`src/rtl/unary_add_1_4_3.sv`:
```
// rtl/unary_add_1_4_3.sv - serial unary-stream adder with count register and unary re-serialiser
// Optional feature: define UNARY_ADD_SAT_EN to saturate the count on overflow instead of wrapping.
module unary_add_1_4_3 #(
  parameter int CNT_W = 4
) (
  input  logic clk,
  input  logic rst_n,
  input  logic A,
  input  logic B,
  input  logic en,
  input  logic read_or_write,
  output logic dout,
  output logic C
);

  localparam logic [CNT_W-1:0] CNT_MAX = '1;
  localparam logic [CNT_W-1:0] CNT_ONE = {{(CNT_W-1){1'b0}}, 1'b1};

  logic [CNT_W-1:0] count_q, count_d;
  logic             dout_q, dout_d;
  logic             c_q, c_d;
  logic [CNT_W:0]   sum;

  // One extra bit so the carry out of the count is visible as overflow.
  assign sum = {1'b0, count_q} + {{CNT_W{1'b0}}, A} + {{CNT_W{1'b0}}, B};

  always_comb begin
    count_d = count_q;
    dout_d  = 1'b0;
    c_d     = c_q;
    if (en) begin
      if (!read_or_write) begin
        if (sum[CNT_W]) begin
          c_d = 1'b1;
`ifdef UNARY_ADD_SAT_EN
          count_d = CNT_MAX;
`else
          count_d = sum[CNT_W-1:0];
`endif
        end else begin
          count_d = sum[CNT_W-1:0];
        end
      end else if (count_q != '0) begin
        dout_d  = 1'b1;
        count_d = count_q - CNT_ONE;
      end
    end
  end

  always_ff @(posedge clk) begin
    if (!rst_n) begin
      count_q <= '0;
      dout_q  <= 1'b0;
      c_q     <= 1'b0;
    end else begin
      count_q <= count_d;
      dout_q  <= dout_d;
      c_q     <= c_d;
    end
  end

  assign dout = dout_q;
  assign C    = c_q;

endmodule

```
`config.mk`:
```
export PLATFORM = sky130hd
export DESIGN_NAME = unary_add_1_4_3
export DESIGN_NICKNAME = d
export VERILOG_FILES = /design/src/rtl/unary_add_1_4_3.sv
export SDC_FILE = /design/constraint.sdc
export NUM_CORES = 1
export LEC_CHECK = 0
export CORE_AREA = 5 5 42 44
export CTS_BUF_LIST = sky130_fd_sc_hd__clkbuf_8
export DETAILED_ROUTE_END_ITERATION = 8
export DIE_AREA = 0 0 47 49
export PLACE_DENSITY = 0.58
export SLEW_MARGIN = 20
export SYNTH_ARGS = -nofsm -noshare
export SYNTH_HDL_FRONTEND = slang
export SYNTH_SLANG_ARGS = --single-unit
```
`constraint.sdc`:
```
create_clock -name clk -period 3.85 [get_ports clk]
set_input_delay 0.385 -clock clk [delete_from_list [all_inputs] [get_ports clk]]
set_output_delay 0.385 -clock clk [all_outputs]
set_load 0.05 [all_outputs]
```
# Yosys cells after proc, flatten, opt, wreduce, memory -nomap -nowiden
# Index checks and enable logic that the tools add are counted.
word_totals:
  out_inout_bits: 2
  wordCells: 15
  inputBits: 6
  regBits: 6
op_classes:
  n_bitwise: 1
  add_sub_neg: 3
  muxes: 3
  n_reduce_logical: 4
  n_eq_ne: 1
ops:
  columns: ["cell", "count"]
  rows:
  - ["4-bit two-way mux", 2]
  - ["3-bit AND reduction", 2]
  - ["4-bit by 1-bit adder with 5-bit output", 1]
  - ["5-bit by 1-bit adder with 5-bit output", 1]
  - ["4-bit nonzero test", 1]
  - ["4-bit by 1-bit subtractor with 4-bit output, second input constant", 1]
  - ["2-bit by 1-bit inequality test with 1-bit output, second input constant", 1]
  - ["2-bit AND reduction", 1]
  - ["1-bit two-way mux", 1]
  - ["1-bit NOT", 1]

# Depth between registers and ports, before layout
# Gate-level depths: netlist of the first run.
depth:
  depth_word: 3
  ltp_mapped: 7
  ltp_nobuf: 7

# Least setup slack after synthesis of the first run
# OpenSTA, ideal clock, no wires.
synth_timing:
  kind: "input -> register"
  from: "input A"
  to: "register count_q[2]"
  arrival_time_ns: 1.616
  path_slack_ns: 2.164
  required_time_ns: 3.780
  stages: 7
  n_path_buf: 0
  setup_time_ns: 0.070
  path_cell_list: "inv_1 fa_1 inv_1 ha_1 mux2i_1 or4_1 a21oi_1"
synth_via:
  elab_chain_cells: 3
synth_rtl:
  columns: ["item", "line_no", "rtl"]
  rows:
  - ["start: declaration", "8", "input logic A,"]
  - ["4-bit by 1-bit adder with 5-bit output", "25", "assign sum = {1'b0, count_q} + {{CNT_W{1'b0}}, A} + {{CNT_W{1'b0}}, B};"]
  - ["5-bit by 1-bit adder with 5-bit output", "25", null]
  - ["4-bit two-way mux", "32", "if (!read_or_write) begin"]
  - ["end signal: assignment", "56", "count_q <= count_d;"]
  - ["end: declaration", "19", "logic [CNT_W-1:0] count_q, count_d;"]
# No other way between the ends.
# A chain may end at the register's enable or synchronous reset.

# Worst setup path in the final report of the first run
# Same ends and word-level chain as after synthesis.

==> results of run 1 <==
[per-layer routing]
layer	up-vias	global-route usage (%)	wire length [um]
met5	-	0	0
met4	0	1.38	0
met3	0	6.64	49
met2	6	11.1	361
met1	154	12.1	383
li1	176	-	-
[per-stage QoR]
stage | cell area [um^2] | hold slack [ps]
2_1_floorplan | 399 | 460
3_3_place_gp | 482 | 462
3_5_place_dp | 482 | 463
4_1_cts | 523 | 478
5_1_grt | 523 | 500
6_report | 523 | 474
[logic make-up (layout without fill, tap and decap cells)]
group | Yosys count | after routing | share of synthesized area (%)
buf+inv | 8 | 17 | 8.47
fa+ha+maj | 4 | 4 | 14.4
mux | 2 | 2 | 5.02
simple gates | 13 | 13 | 24.8
compound gates | 11 | 11 | 17.2
flops | 6 | 6 | 30.1
[power breakdown]
group          total (mW)  switching, mW  internal (mW)  leakage [nW]
logic              0.0533         0.0255         0.0277         0.145
registers          0.0744        0.00606         0.0684        0.0490
clock network      0.0960         0.0287         0.0673        0.0216
total               0.224         0.0602          0.163         0.215
[placed cells by master, fill, tap and decap left out, types with 2 or more instances in the layout]
master and count:
clkbuf_8 3, ha_1 3, or4_1 2, mux2i_1 2, o21ai_0 3, a21oi_1 5, dfxtp_1 6, clkdlybuf4s50_1 7
inv_1 7, nor2_1 3
[area by class of cell]
type / count / area [um^2] / share of cell area [%]
clock buffers: 3 / 41.3 / 7.89
inverters: 7 / 26.3 / 5.02
multi-input cells: 30 / 245 / 46.9
flip-flops and latches: 6 / 120 / 23.0
well taps: 16 / 20.0 / 3.83
repair buffers: 7 / 70.1 / 13.4
[path summary, 6_finish.rpt]
check / startpoint / endpoint / cells past startpoint
max reg2reg: count_q[0]$_SDFFE_PN0P_ / count_q[2]$_SDFFE_PN0P_ / 7
min: C$_SDFFE_PN0P_ / C$_SDFFE_PN0P_ / 2
min reg2reg: C$_SDFFE_PN0P_ / C$_SDFFE_PN0P_ / 2
max: A / count_q[2]$_SDFFE_PN0P_ / 8
[synth_stat cells]
cell / n / area, um^2
inv_1: 7 / 26.3
dfxtp_1: 6 / 120
a21oi_1: 5 / 25.0
ha_1: 3 / 37.5
nor2_1: 3 / 11.3
o21ai_0: 3 / 15.0
mux2i_1: 2 / 20.0
or4_1: 2 / 15.0
a2111o_1: 1 / 11.3
a211oi_2: 1 / 12.5
and2b_4: 1 / 10.0
and4b_1: 1 / 10.0
and4bb_4: 1 / 16.3
buf_4: 1 / 7.51
fa_1: 1 / 20.0
nand2_1: 1 / 3.75
nand2b_1: 1 / 6.26
nand3_1: 1 / 5.00
nand4bb_1: 1 / 11.3
o21ai_1: 1 / 5.00
or4b_1: 1 / 10.0
[worst max-delay path, stage by stage]
cell             delay (ps)
clkdlybuf4s50_1         450
inv_1                    50
fa_1                    440
inv_1                    70
ha_1                    150
mux2i_1                  80
or4_1                   400
a21oi_1                 150
[flip-flops by register name, indices dropped and copies added (netlist names)]
register	cells
count_q	4
C	1
dout	1
==> flow_summary_export.csv, run 1 <==
group,metric,value,unit
run_status,outcome,"completed",
layout,diodes,0,
die,rows,14,
grt,overflow,0,
worst_setup_path,crit_path_end_kind,"flop",
layout,fin_cells,69,
layout,syn_to_final_growth,31.0,%
clock_network,insertion_delay,220,ps
pwr,leakagePower,0.215,nW
grt,grt_pass1_vias,328,
placement,dp_hpwl,612,um
timing,fin_ws,1830,ps
grt,grt_max_degree,11,
pwr,p_total,224,uW
timing,finalHoldViolCount,0,
clock_network,numCtsBuffers,3,
timing,fmaxAchievable,495,MHz
worst_setup_path,cp-start-kind,"primary input",
timing,slew_violations,0,
timing,tightest_slew,493,ps
worst_setup_path,critPathKind,"in2reg",
timing,fin_setup_tns,0,ps
timing,skew,5.86,ps
layout,drive_gt1_share,11.3,%
min_path,min-delay-path-class,"reg2reg",
layout,fillers,154,
grt,antenna_found_initial,0,
pwr,power_density,428,nW/um^2
synth,syn_area_per_cell,9.07,um^2
clock_network,clockBufferDepth,2,
clock_network,post_cts_resized,0,
drt,drt-pass1-iter-count,2,
run,maxCapViolCount,0,
layout,layout.nets,65,
timing,maxSlewHeadroom,67.0,%
placement,gp_congestion,0.761,
drt,num_vias,336,
clock_network,hold_buffers,0,
synth,yosysWarnings,0,
timing,fin_crit_sh,52.4,%
synth,syn_area,399,um^2
pwr,peakVddDrop,0.341,mV
drt,routed_wirelength,794,um
timing,setup_viol,0,
clock_network,root_buffer,"clkbuf_8",
die,die_area,2300,um^2
worst_setup_path,cp.required,4000,ps
drt,wl_per_cell,11.5,um
grt,grt_pass1_wl,1.44,mm
clock_network,cts.sinks,6,
drt,drtIter0Drc,3,
synth,synth_cells,44,
worst_setup_path,crit_arrival,2170,ps
placement,port_buffers,7,
timing,rsz0062_at_grt,"no",
drt,routed_via_density,4.87,
drt,ant_nets,0,
die,die_w,47,um
die,io_pins,8,
die,die_height,49,um
placement,place_inst,66,
placement,dp_slack,1580,ps
clock_network,cts_tree,"built",
worst_setup_path,ff2ff_setup_slack,2080,ps
timing,finalCriticalPeriod,2020,ps
drt,post-route-drc-count,0,
grt,grtUsageTotal,8.81,%
synth,netlist-cell-type-count,21,
synth,yosysSeqAreaShare,30.1,%
die,fp.coreArea,1400,um^2
clock_network,h-tree-depth,1,
worst_setup_path,cp_max_fo,2,
die,start_util,28.5,%
synth,ys_ff_latch,6,
synth,synth_nets,54,
clock_network,post_cts_buffers,0,
clock_network,clk_pin_slew,40,ps
layout,final_core_util,37.3,%
(Power assumes the default switching activity.)
==> run 2: changes to the inputs <==
--- a/config.mk
+++ b/config.mk
@@ -9,7 +9,7 @@
 export CTS_BUF_LIST = sky130_fd_sc_hd__clkbuf_8
 export DETAILED_ROUTE_END_ITERATION = 8
 export DIE_AREA = 0 0 47 49
-export PLACE_DENSITY = 0.58
+export PLACE_DENSITY = 0.6
 export SLEW_MARGIN = 20
 export SYNTH_ARGS = -nofsm -noshare
 export SYNTH_HDL_FRONTEND = slang
==> constraint.sdc (replaced) <==
create_clock -name clk -period 1.85 [get_ports clk]
set_input_delay 0.185 -clock clk [delete_from_list [all_inputs] [get_ports clk]]
set_output_delay 0.185 -clock clk [all_outputs]
set_load 0.05 [all_outputs]
==> run 2 against run 1 <==
  * Cell count up 2.9%
  * Setup slack got worse by 1700 ps
  * Die area did not move
  * Power is 110% higher
  * First-iteration DRC count down 33%
  * Global-route usage rose by 0.99 points
  * Largest cell class unchanged
  * Highest routed layer is now met4
==> flow_summary_export.csv, run 2 (synthesized netlist as in run 1, its figures left out) <==
group,metric,value,unit
worst_setup_path,path_buf_inv,3,
grt,grt_max_degree,8,
pwr,peakVddDrop,0.575,mV
grt,grtUsageTotal,9.80,%
grt,overflow,0,
worst_setup_path,cp-start-kind,"primary input",
clock_network,clk_pin_slew,40,ps
drt,routed_wirelength,867,um
drt,wl_per_cell,12.2,um
pwr,leakagePower,0.225,nW
timing,rsz0062_at_grt,"no",
worst_setup_path,slowest_stage,"clkdlybuf4s50_1",
timing,fin_crit_sh,95.6,%
timing,fmaxAchievable,566,MHz
worst_setup_path,cp_cell_sequence,"clkdlybuf4s50_1 -> inv_1 -> fa_2 -> inv_1 -> ha_1 -> mux2i_1 -> or4_1 -> a21oi_1",
die,io_pins,8,
clock_network,root_buffer,"clkbuf_8",
die,die_w,47,um
layout,layout_common_cells,"inv_1 (7), clkdlybuf4s50_1 (7), dfxtp_1 (5), a21oi_1 (5)",
grt,antenna_found_initial,0,
clock_network,insertion_delay,220,ps
worst_setup_path,critPathLaunch,"A",
die,rows,14,
pwr,p_clk_share,42.3,%
pwr,power_density,868,nW/um^2
layout,fillers,154,
grt,grt_pass1_vias,359,
placement,gp_congestion,0.798,
worst_setup_path,slowest_delay,450,ps
drt,drt-pass1-iter-count,2,
timing,finalHoldViolCount,0,
pwr,swShare,26.8,%
clock_network,numCtsBuffers,3,
drt,routed_via_density,4.87,
timing,slew_violations,0,
worst_setup_path,cp_top_family,"buffers and inverters",
worst_setup_path,critPathKind,"in2reg",
grt,grt_pass1_wl,1.59,mm
timing,setup_viol,0,
worst_setup_path,crit_arrival,1920,ps
worst_setup_path,crit_path_end_kind,"flop",
layout,syn_to_final_growth,35.7,%
worst_setup_path,cp.required,2000,ps
min_path,hold_start,"C$_SDFFE_PN0P_",
layout,layout.nets,67,
layout,multi_input_area,248,um^2
worst_setup_path,r2r-start,"count_q[0]$_SDFFE_PN0P_",
pwr,p_switching,126,uW
timing,skew,1.01,ps
die,fp.coreArea,1400,um^2
clock_network,clockBufferDepth,2,
drt,post-route-drc-count,0,
timing,finalCriticalPeriod,1770,ps
clock_network,h-tree-depth,1,
layout,regArea,121,um^2
run_status,outcome,"completed",
layout,diodes,0,
layout,final_core_util,38.7,%
layout,drive_gt1_share,18.2,%
placement,dp_hpwl,653,um
pwr,sequentialPowerShare,33.2,%
clock_network,cts_tree,"built",
drt,ant_nets,0,
pwr,comb_power_share,24.5,%
run,maxCapViolCount,0,
placement,port_buffers,7,
layout,regMostFlops,"count_q",
min_path,min-delay-path-class,"reg2reg",
placement,place_inst,68,
die,die_area,2300,um^2
timing,tightest_slew,496,ps
layout,largest_register_ffs,4,
drt,num_vias,346,
timing,maxSlewHeadroom,66.9,%
worst_setup_path,crit_top_cell,"inv_1",
drt,drtIter0Drc,2,
clock_network,cts.sinks,6,
die,start_util,28.5,%
layout,fin_cells,71,
clock_network,post_cts_buffers,0,
worst_setup_path,cp_max_fo,2,
pwr,p_int,344,uW
die,die_height,49,um
[run 2: cell types whose count changed in the layout (fill, tap and decap cells not counted)]
cell	previous run	this run
buf_4	0	2
dfxtp_2	0	1
fa_1	1	0
fa_2	0	1
dfxtp_1	6	5
[run 2: worst register-to-register path, cell delays in order, from the launching register on]
cell and delay (ps):
dfxtp_2 340, inv_1 80, fa_2 350, inv_1 70
ha_1 150, mux2i_1 70, or4_1 410, a21oi_1 140
[run 2: repair_timing]
action	in CTS	in global routing
hold buffers	0	0
gates resized for setup	0	2
endpoints found under the setup margin	0	1
[run 2: power groups by stage]
| stage | combinational, mW | sequential (mW) | clock [mW] |
|---|---|---|---|
| finish | 0.115 | 0.156 | 0.199 |
| global route | 0.133 | 0.159 | 0.214 |
| CTS | 0.116 | 0.155 | 0.204 |
| detailed placement | 0.115 | 0.157 | 0 |
| global placement | 0.113 | 0.157 | 0 |
| floorplan | 0.0783 | 0.157 | 0 |
[run 2: layout make-up]
cell class | count | area share, %
Tap cell | 16 | 3.70
Clock buffer | 3 | 7.62
Inverter | 7 | 4.85
Sequential cell | 6 | 22.4
Multi-Input combinational cell | 30 | 45.7
Timing Repair Buffer | 9 | 15.7
[run 2: worst paths after layout]
path / end / slack (ps) / cells past startpoint
max reg2reg: count_q[2]$_SDFFE_PN0P_ / 180 / 7
max: count_q[2]$_SDFFE_PN0P_ / 80 / 8
min: C$_SDFFE_PN0P_ / 480 / 2
min reg2reg: C$_SDFFE_PN0P_ / 480 / 2
[run 2: layer usage]
metal	GRT usage (%)	part of all wire [%]	vias to the layer above	wire, um
li1	-	-	181	-
met1	13.4	46	159	401
met2	12.2	49	4	421
met3	4.43	3.6	2	31
met4	5.53	1.4	0	12
met5	0	0	-	0
[run 2: stage by stage]
stage               hold WS, ps  cell area, um^2  TNS, ps  worst slack, ps  total power, mW
global placement            458              497     -272             -149            0.270
detailed placement          459              497     -413             -219            0.272
floorplan                   326              399        0              236            0.236
global route                532              542        0            0.584            0.506
CTS                         482              538        0             3.63            0.475
finish                      476              542        0             82.2            0.470
==> run 3: changes to the inputs <==
--- a/config.mk
+++ b/config.mk
@@ -14,3 +14,4 @@
 export SYNTH_ARGS = -nofsm -noshare
 export SYNTH_HDL_FRONTEND = slang
 export SYNTH_SLANG_ARGS = --single-unit
+export TNS_END_PERCENT = 1
==> constraint.sdc (replaced) <==
create_clock -name clk -period 1.4 [get_ports clk]
set_input_delay 0.14 -clock clk [delete_from_list [all_inputs] [get_ports clk]]
set_output_delay 0.14 -clock clk [all_outputs]
set_load 0.05 [all_outputs]
==> run 3 against run 2 <==
  * The flow now finishes with violations (negative setup slack)
  * Critical endpoint is now count_q[0]$_SDFFE_PN0P_
  * Sequential share of layout area shrank 2.8 points
  * Clock power grew 32%
  * Setup slack got worse by 330 ps
  * Power up 43%
  * Global-route usage rose by 0.22 points
==> flow_summary_export.csv, run 3 (synthesized netlist as in run 1, its figures left out) <==
group,metric,value,unit
worst_setup_path,r2r-start,"count_q[0]$_SDFFE_PN0P_",
layout,largest_register_ffs,4,
pwr,p_total,674,uW
timing,fin_crit_sh,118,%
grt,grt_pass1_vias,359,
placement,gp_congestion,0.840,
worst_setup_path,cp_max_fo,2,
grt,grt_max_degree,7,
layout,regMostFlops,"count_q",
grt,antenna_found_initial,0,
pwr,power_density,1090,nW/um^2
timing,fmaxAchievable,607,MHz
clock_network,cts_tree,"built",
timing,timing.hold.ws,471,ps
layout,drive_gt1_share,39.1,%
layout,fin_cells,80,
worst_setup_path,crit_path_end,"count_q[0]$_SDFFE_PN0P_",
timing,setup_viol,4,
run_status,violations,"negative setup slack",
worst_setup_path,crit_path_end_kind,"flop",
run,maxCapViolCount,0,
clock_network,cts.sinks,6,
drt,ant_nets,0,
layout,final_area,621,um^2
placement,dp_hpwl,707,um
layout,final_core_util,44.3,%
placement,port_buffers,7,
die,die_w,47,um
drt,post-route-drc-count,0,
run_status,outcome,"finished with violations",
worst_setup_path,ff2ff_setup_slack,-240,ps
pwr,p_clk_share,39.0,%
die,fp.coreArea,1400,um^2
die,die_height,49,um
drt,wl_per_cell,11.7,um
clock_network,root_buffer,"clkbuf_8",
timing,tightest_slew,243,ps
placement,dp_slack,-543,ps
layout,layout.nets,76,
placement,dpl_cell_area,558,um^2
clock_network,numCtsBuffers,3,
layout,syn_to_final_growth,55.5,%
grt,overflow,0,
timing,finalCriticalPeriod,1650,ps
pwr,sequentialPowerShare,30.0,%
pwr,leakagePower,0.272,nW
pwr,comb_power_share,31.0,%
min_path,min-delay-path-class,"reg2reg",
layout,diodes,0,
die,rows,14,
placement,place_inst,76,
drt,routed_wirelength,933,um
pwr,p_switching,182,uW
worst_setup_path,r2r-end,"count_q[0]$_SDFFE_PN0P_",
die,io_pins,8,
timing,skew,6.27,ps
pwr,peakVddDrop,0.717,mV
clock_network,insertion_delay,230,ps
worst_setup_path,cp-start-kind,"primary input",
pwr,p_int,492,uW
worst_setup_path,critPathKind,"in2reg",
worst_setup_path,cp.required,1550,ps
worst_setup_path,critPathLaunch,"B",
grt,grtUsageTotal,10.0,%
worst_setup_path,crit_arrival,1800,ps
drt,drtIter0Drc,4,
pwr,swShare,27.0,%
die,start_util,28.5,%
grt,grt_pass1_wl,1.59,mm
timing,fin_ws,-248,ps
timing,fin_setup_tns,-633,ps
clock_network,clockBufferDepth,2,
drt,drt-pass1-iter-count,4,
timing,slew_violations,0,
worst_setup_path,r2r_cells,5,
die,die_area,2300,um^2
layout,layout_common_cells,"buf_4 (13), dfxtp_1 (5), inv_1 (5), a21oi_1 (5), clkdlybuf4s50_1 (5)",
layout,layout_commonest_cell,"buf_4",
timing,maxSlewHeadroom,83.8,%
drt,routed_via_density,4.71,
clock_network,h-tree-depth,1,
clock_network,clk_pin_slew,40,ps
drt,num_vias,377,
timing,rsz0062_at_grt,"yes",
timing,finalHoldViolCount,0,
==> run 3: changes by cell type in the layout (fill, tap and decap cells not counted) <==
cell	delta
inv_1	-2
or4b_4	+1
buf_4	+11
inv_2	+2
ha_1	-1
clkdlybuf4s50_1	-2
or4b_1	-1
ha_4	+1
==> run 3: repair_timing <==
action / 4_1_cts / 5_1_grt
hold buffers: 0 / 0
endpoints found under the hold margin: 0 / 0
resized for setup: 3 / 0
setup endpoints to repair: 4 / 5
setup buffers: 1 / 0
pin swaps: 4 / 1
==> run 3: layout make-up <==
type	count	area, um^2
fillers	150	781
multi-input cells	30	264
repair buffers	18	148
flip-flops and latches	6	121
clock buffers	3	41.3
inverters	7	26.3
well taps	16	20.0
==> run 3: worst max-delay path, cell delays in order <==
cell and delay [ps]:
clkdlybuf4s50_1 450, inv_1 50, fa_2 440, and2b_4 170, or4_1 400, a21oi_1 150
==> run 3: power by group through the flow <==
stage,Clock [mW],Sequential (mW),Combinational (mW)
2_1_floorplan,0,0.210,0.105
6_report,0.263,0.202,0.209
3_5_place_dp,0,0.203,0.194
3_3_place_gp,0,0.203,0.190
4_1_cts,0.267,0.201,0.208
5_1_grt,0.285,0.204,0.234
==> run 3: routing by layer <==
metal,routed length [um],vias to the layer above,part of all wire (%),GRT usage (%)
met5,0,-,0,0
met4,7,0,0.75,4.15
met3,58,2,6.2,7.38
met2,462,6,50,14.3
met1,404,172,43,11.0
li1,-,197,-,-
==> run 3: worst min path at each step <==
stage | to | from | depth (start not counted) | slack, ps
after floorplan | dout$_SDFF_PN0_ | en | 2 | 280
after global placement | C$_SDFFE_PN0P_ | C$_SDFFE_PN0P_ | 2 | 450
after detailed placement | C$_SDFFE_PN0P_ | C$_SDFFE_PN0P_ | 2 | 460
after CTS | C$_SDFFE_PN0P_ | C$_SDFFE_PN0P_ | 2 | 470
after global routing | C$_SDFFE_PN0P_ | C$_SDFFE_PN0P_ | 2 | 500
final | C$_SDFFE_PN0P_ | C$_SDFFE_PN0P_ | 2 | 470
